**config.mk**
```make
export PLATFORM = sky130hd
export DESIGN_NAME = gayle_fifo_drain
export DESIGN_NICKNAME = d
export VERILOG_FILES = /design/src/rtl/gayle_fifo_drain_pkg.sv /design/src/rtl/gayle_fifo_drain.sv
export SDC_FILE = /design/constraint.sdc
export NUM_CORES = 1
export LEC_CHECK = 0
export ABC_AREA = 1
export BUFFER_PORTS_ARGS = -buffer_cell sky130_fd_sc_hd__buf_2
export CORE_ASPECT_RATIO = 0.7
export CORE_MARGIN = 2
export CORE_UTILIZATION = 30
export CTS_BUF_LIST = sky130_fd_sc_hd__clkbuf_8 sky130_fd_sc_hd__clkbuf_16
export DETAILED_ROUTE_END_ITERATION = 10
export GPL_TIMING_DRIVEN = 0
export SKIP_CTS_REPAIR_TIMING = 1
export SYNTH_ARGS = -nofsm -noshare
export SYNTH_HDL_FRONTEND = slang
export SYNTH_SLANG_ARGS = --single-unit
```
**constraint.sdc**
```tcl
create_clock -name clk -period 3.2 [get_ports clk]
set_input_delay 0.16 -clock clk [delete_from_list [all_inputs] [get_ports clk]]
set_output_delay 0.16 -clock clk [all_outputs]
set_load 0.1 [all_outputs]
```
**src/rtl/gayle_fifo_drain_pkg.sv**
```systemverilog
// Shared definitions for the Gayle sector FIFO read-side drain engine.
package gayle_fifo_drain_pkg;

  // Drain engine states; one word moves through WAIT_NE..SEND per loop.
  typedef enum logic [2:0] {
    IDLE    = 3'd0,
    WAIT_NE = 3'd1,
    SETTLE  = 3'd2,
    CAPTURE = 3'd3,
    SEND    = 3'd4
  } drain_state_t;

  // One IDE sector is 256 16-bit words (512 bytes).
  localparam int SECTOR_WORDS   = 256;
  localparam int WORD_W         = 16;
  localparam int WORDS_LOG2_DEF = 8;
  localparam int SEC_W_DEF      = 8;

endpackage

```
**src/rtl/gayle_fifo_drain.sv**
```systemverilog
// Gayle sector FIFO drain: pops whole sectors word by word and streams them
// to the host channel, tracking word/sector position and checking the FIFO's
// last-word flag against the internal word counter.
//
// Host handshake: tx_valid rises with tx_data in the same enabled cycle and
// both stay stable until a word is transferred; a transfer happens on an
// enabled clock edge where tx_valid & tx_ready & clk7_en are all high, after
// which tx_valid drops. tx_ready may be changed freely by the host.
module gayle_fifo_drain
  import gayle_fifo_drain_pkg::*;
#(
  parameter int WORDS_LOG2 = WORDS_LOG2_DEF,
  parameter int SEC_W      = SEC_W_DEF
) (
  input  logic             clk,
  input  logic             reset_n,
  input  logic             clk7_en,
  input  logic             start,
  input  logic             abort,
  input  logic [SEC_W-1:0] sector_count,
  input  logic [15:0]      fifo_data,
  input  logic             fifo_empty,
  input  logic             fifo_last,
  output logic             fifo_rd,
  output logic [15:0]      tx_data,
  output logic             tx_valid,
  input  logic             tx_ready,
  output logic             busy,
  output logic             sector_done,
  output logic             done,
  output logic             sync_err,
  output logic [2:0]       state_dbg
);

  localparam logic [WORDS_LOG2-1:0] WORD_MAX = '1;
  localparam logic [SEC_W:0]        SEC_ONE  = (SEC_W+1)'(1);

  drain_state_t          state;
  drain_state_t          state_next;
  logic [WORDS_LOG2-1:0] word_cnt;
  logic [SEC_W:0]        sectors_left;
  logic                  word_last;
  logic                  sector_last;
  logic                  abort_now;

  assign word_last   = (word_cnt == WORD_MAX);
  assign sector_last = (sectors_left == SEC_ONE);
  // abort only acts outside IDLE; in IDLE it merely masks start.
  assign abort_now   = abort && (state != IDLE);
  assign busy        = (state != IDLE);
  assign state_dbg   = state;

  // Next state plus the single-enabled-cycle strobes (fifo_rd, sector_done, done).
  always_comb begin
    state_next  = state;
    fifo_rd     = 1'b0;
    sector_done = 1'b0;
    done        = 1'b0;
    if (abort_now) begin
      state_next = IDLE;
    end else begin
      case (state)
        IDLE: begin
          if (start && !abort) state_next = WAIT_NE;
        end
        WAIT_NE: begin
          if (!fifo_empty) state_next = SETTLE;
        end
        SETTLE: begin
          state_next = CAPTURE;
        end
        CAPTURE: begin
          state_next = SEND;
          // The empty guard keeps a pop from ever reaching an empty FIFO.
          fifo_rd    = clk7_en && !fifo_empty;
        end
        SEND: begin
          if (tx_ready) begin
            state_next = WAIT_NE;
            if (word_last) begin
              sector_done = clk7_en;
              if (sector_last) begin
                done       = clk7_en;
                state_next = IDLE;
              end
            end
          end
        end
        default: state_next = IDLE;
      endcase
    end
  end

  // State register, advancing only on enabled cycles.
  always_ff @(posedge clk or negedge reset_n) begin
    if (!reset_n) begin
      state <= IDLE;
    end else if (clk7_en) begin
      state <= state_next;
    end
  end

  // Word latch, handshake flag, counters and the sticky sync error.
  always_ff @(posedge clk or negedge reset_n) begin
    if (!reset_n) begin
      tx_data      <= '0;
      tx_valid     <= 1'b0;
      word_cnt     <= '0;
      sectors_left <= '0;
      sync_err     <= 1'b0;
    end else if (clk7_en) begin
      if (abort_now) begin
        // Counters intentionally survive an abort until the next start.
        tx_valid <= 1'b0;
      end else begin
        case (state)
          IDLE: begin
            if (start && !abort) begin
              // A count of zero means the full 2**SEC_W sectors.
              sectors_left <= (sector_count == '0) ? {1'b1, {SEC_W{1'b0}}}
                                                   : {1'b0, sector_count};
              word_cnt     <= '0;
              sync_err     <= 1'b0;
            end
          end
          CAPTURE: begin
            tx_data  <= fifo_data;
            tx_valid <= 1'b1;
            // The FIFO's last flag must line up with our word 255.
            if (fifo_last != word_last) sync_err <= 1'b1;
          end
          SEND: begin
            if (tx_ready) begin
              tx_valid <= 1'b0;
              word_cnt <= word_cnt + WORDS_LOG2'(1);
              if (word_last) sectors_left <= sectors_left - SEC_ONE;
            end
          end
          default: ;
        endcase
      end
    end
  end

endmodule
```
# Word-level counts from Yosys, hierarchy flattened
# Cells that the tools add are included.
# op_classes
n_addsub	2
eq_ne	14
muxes	32
n_bitwise	1
reduce_logical	17
# ops
operator	n
two-way mux 9 bit	4
case mux 9 bit (2 select lines)	1
two-way mux 1 bit	17
two-way mux 8 bit	2
case mux 8 bit (2 select lines)	1
case mux 3 bit (5 select lines)	1
two-way mux 3 bit	4
AND reduction 5 bit	2
== test 9 x 1 -> 1 bit, second input constant	1
inequality test 3 bit, second input constant	3
subtractor 9 x 1 -> 9 bit, second input constant	1
adder 8 x 1 -> 8 bit, second input constant	1
== test 8 bit, second input constant	1
logical NOT 8 bit	1
inequality test 2 bit, second input constant	4
== test 3 x 2 -> 1 bit, second input constant	2
AND reduction 3 bit	2
AND reduction 6 bit	1
nonzero test 3 bit	2
case mux 1 bit (2 select lines)	2
AND reduction 4 bit	1
nonzero test 2 bit	2
== test 3 x 1 -> 1 bit, second input constant	1
== test 3 bit, second input constant	1
5 further kinds	8
# totals
register_bits	38
in_bits	32
output_inout_bits	25
wordCells	72

# Logic depth before layout (Yosys ltp)
# logic_depth
ltp_word	6
depth_mapped	9
ltp_nobuf	9

# Least setup slack after synthesis
# Ideal clock, no wire load.
# synth_timing
path_type	reg-to-output
from	reg state[0] (netlist: state_dbg[0])
to	out sector_done
t_arrival_ns	2.993
required_ns	3.040
slack_ns	0.047
path_stages_with_launch	8
path_buffers	0
path_cell_list	dfrtp_1 > nor2_4 > nand2_4 > nand2_2 > nand2_2 > nor2_4 > nand2_1 > nor2_1
# synth_via
elab_chain_cells	3
word_cells_on_any_way	5
classes_between	eq/ne: 1; mux: 2; reduce/logical: 2
# synth_lines
element	line_no	text
start, declared	gayle_fifo_drain.sv:38	drain_state_t state;
start signal, assigned	gayle_fifo_drain.sv:99	state <= state_next;
nonzero test 3 bit	-	
named net busy	gayle_fifo_drain.sv:28	output logic busy,
logical AND 1 bit	gayle_fifo_drain.sv:49	assign abort_now = abort && (state != IDLE);
two-way mux 1 bit	gayle_fifo_drain.sv:59	if (abort_now) begin
end, declared	gayle_fifo_drain.sv:29	output logic sector_done,
# The timed path passes the listed nets, and every way through them passes these cells.

# Worst setup path in the final report
# layout_timing
from	reg state[1] (netlist: state_dbg[1])
to	out done
# layout_via
elab_chain_cells	3
word_cells_on_any_way	5
classes_between	eq/ne: 1; mux: 2; reduce/logical: 2
# layout_lines
element	line_no	text
== test 3 bit / nonzero test 3 bit (equally long branches)	gayle_fifo_drain.sv:62, gayle_fifo_drain.sv:49	
two-way mux 1 bit / logical AND 1 bit (equally long branches)	gayle_fifo_drain.sv:62, gayle_fifo_drain.sv:49	
two-way mux 1 bit (*)	gayle_fifo_drain.sv:59	
end, declared	gayle_fifo_drain.sv:30	output logic done,
# Every way passes the cells marked *; elsewhere a longest branch is shown, timed or not.

==> results.toml <==
[global_route]
grtUsageMet3_pct = 3.117
use_met1_pct = 20.92
grt_max_degree = 39
grtUsageTotal_pct = 14.12
grtUsageMet2_pct = 20.63
grt_first_pass_wirelength_mm = 8.894
busiest_layer = "met1"
grt_remaining_overflow = 0
first_global_vias = 1846
antenna_found_initial = 0

[worst_setup_path]
crit_type = "flip-flop to output pin"
crit_fanout = 10
start_kind = "flip-flop"
path_delay_family = "buffers and inverters"
critical_path_required_ns = 3.04
r2r_slack_ns = 1.65
worstPathArrival_ns = 2.11
cp_cell_sequence = "inv_1 > nand2_2 > nor2_4 > buf_4 > nand2_1 > nor3b_2 > buf_2"
slowest_delay_ns = 0.45
slowest_stage = "buf_2"
crit_path_end_kind = "output pin"
path_buf_inv = 3

[synthesis]
syn_inst = 295
syn_nets = 330
synth_top_area_share_pct = 44.31
ys_seq_elements = 38
synth.distinct_cells = 29
synth_flop_cell = "dfrtp_1"
synth_area_leaders = "dfrtp_1 (44%), nand2_1 (22%), inv_1 (4.5%)"
synth_common_cells = "nand2_1 (126), dfrtp_1 (38), inv_1 (26), nor2_1 (25), nand3_1 (18)"
yosysWarnings = 0
synth.avg_cell_area_um2 = 7.274
synth_edf_count = 0
yosys.area.top_type = "dfrtp_1"
synth_area_um2 = 2146
synthArstFlopShare_pct = 100.0
synth_most_common_cell = "nand2_1"
ys_seq_area_share_pct = 44.31

[power_and_ir_drop]
vdd_drop_max_v = 0.0005125
switchingPower_uw = 1584
internal-power_uw = 1104
p_comb_share_pct = 58.9
p_leak_uw = 0.001479
clkPwrFrac_pct = 12.5
pwr_density_cell_nw_per_um2 = 1020
swShare_pct = 58.94
pwr-share-seq_pct = 28.6

[clocking]
cts_sinks = 38
cts_buffers = 5
cts.clk_slew.worst_paths_ns = 0.08
h-tree-depth = 2
tritoncts = "done"
clock_latency_ns = 0.29
root_buffer = "clkbuf_8"
clk_path_buf_depth = 2

[sta]
finalWorstSetupSlack_ns = 0.9323
slew_viol_final = 0
fmax_mhz = 441.0
relSlewSlack_pct = 41.92
finalSetupTns_ns = 0
worst_pin_slew_ns = 0.8712
fin_skew_ns = 0.003101
whs_ns = -0.03128
rsz0062_at_grt = "false"
hold_violations = 38
min_period_ns = 2.268
final.period_utilization_pct = 70.87
finalSetupViolations = 0

[floorplanning]
die_x_um = 105.1
ioPinCount = 57
dieArea_um2 = 7856
die_h_um = 74.76
rows = 25
start_util_pct = 31.32
core_um2 = 6850

[route]
drt_wl_total_mm = 5.259
routedWlPerCell_um = 11.61
num_vias = 2024
drc = 0
ant_nets = 0
dr.pass1.iters = 4
via_per_inst = 4.468
drtIter0Drc = 72

[placed_design]
gp_congestion = 0.8350
numPortBuffers = 56
dp_hpwl_mm = 3.952
dp_slack_ns = 1.234

[status]
violations = "negative hold slack"
outcome = "finished with violations"

[layout]
layout.nets = 393
drive_gt1_share_pct = 23.96
diodes = 0
areaGrowthSynthToFinish_pct = 22.74

[job]
max_cap_viol_count = 0

[min_path]
hold_path_class = "input pin to asynchronous set/reset pin"
==> cells in the final DEF (no fill, tap or decap), types with 5 or more instances in the layout <==
cell type,netlist,routed
nand2_1,126,126
buf_2,2,58
dfrtp_1,38,38
inv_1,26,26
nor2_1,25,25
nand3_1,18,18
o21ai_0,12,12
nand4_1,7,7
nand2_2,5,5
a21oi_1,5,5
clkbuf_8,0,5
==> through the flow <==
| stage | utilization, % | instance area (um2) | hold slack, ns | instances | total power [uW] |
|---|---|---|---|---|---|
| floorplan | - | 2146 | -0.1356 | 295 | 2066 |
| global placement | 37.13 | 2544 | 0.3465 | 445 | 2339 |
| detailed placement | 37.13 | 2544 | 0.3336 | 445 | 2358 |
| CTS | 38.45 | 2634 | 0.009575 | 453 | 2706 |
| global route | 38.45 | 2634 | 0.05208 | 453 | 2861 |
| finish | 38.45 | 2634 | -0.03128 | 453 | 2687 |
==> per-layer routing <==
metal	vias to the layer above	wire (um)	part of all wire, %
met5	-	0	0
met4	0	64	1.2
li1	1052	-	-
met3	6	248	4.7
met2	48	2187	42
met1	918	2758	52
==> cells by family (layout without fill, tap and decap cells) <==
group                      count (synthesis)  count (layout)  synth area share [%]
and+or+nand+nor                          192             192                 38.83
DFF                                       38              38                 44.31
buffers and inverters                     34              98                 7.113
AOI/OAI and AO/OA                         23              23                 5.890
xor gates and xnor gates                   4               4                 1.633
adders and majority gates                  3               3                 1.749
muxes                                      1               1                0.4665
==> power by group through the flow <==
stage	combinational [uW]	clock, uW	sequential, uW
final	1580	335	768
after global routing	1700	371	790
after CTS	1590	351	766
after detailed placement	1590	0	769
after global placement	1570	0	770
after floorplan	593	0	1470
==> state kept, by name, indices dropped and copies added, names as in the netlist <==
name          cells
tx_data          16
tx_valid          1
sync_err          1
state_dbg         3
sectors_left      9
word_cnt          8
==> final cells by class <==
class	count	area, um2
Clock buffer	5	68.82
Multi-Input combinational cell	223	1042
Sequential cell	38	950.9
Buffer	6	47.55
Inverter	28	105.1
Clock inverter	3	21.27
Fill cell	714	4217
Tap cell	94	117.6
Timing Repair Buffer	56	280.3
==> worst paths after layout <==
check | startpoint | end | cells after the start
worst max-delay path | state_dbg[1] | done | 7
worst min-delay path | reset_n | sectors_left[3] | 1
worst max register to register | word_cnt[0] | sectors_left[8] | 7
worst min register to register | tx_data[1] | tx_data[1] | 2
max in group asynchronous | reset_n | word_cnt[3] | 1
min in group clk | fifo_data[2] | tx_data[2] | 3
Note: power is estimated with default switching activity, not from simulation.
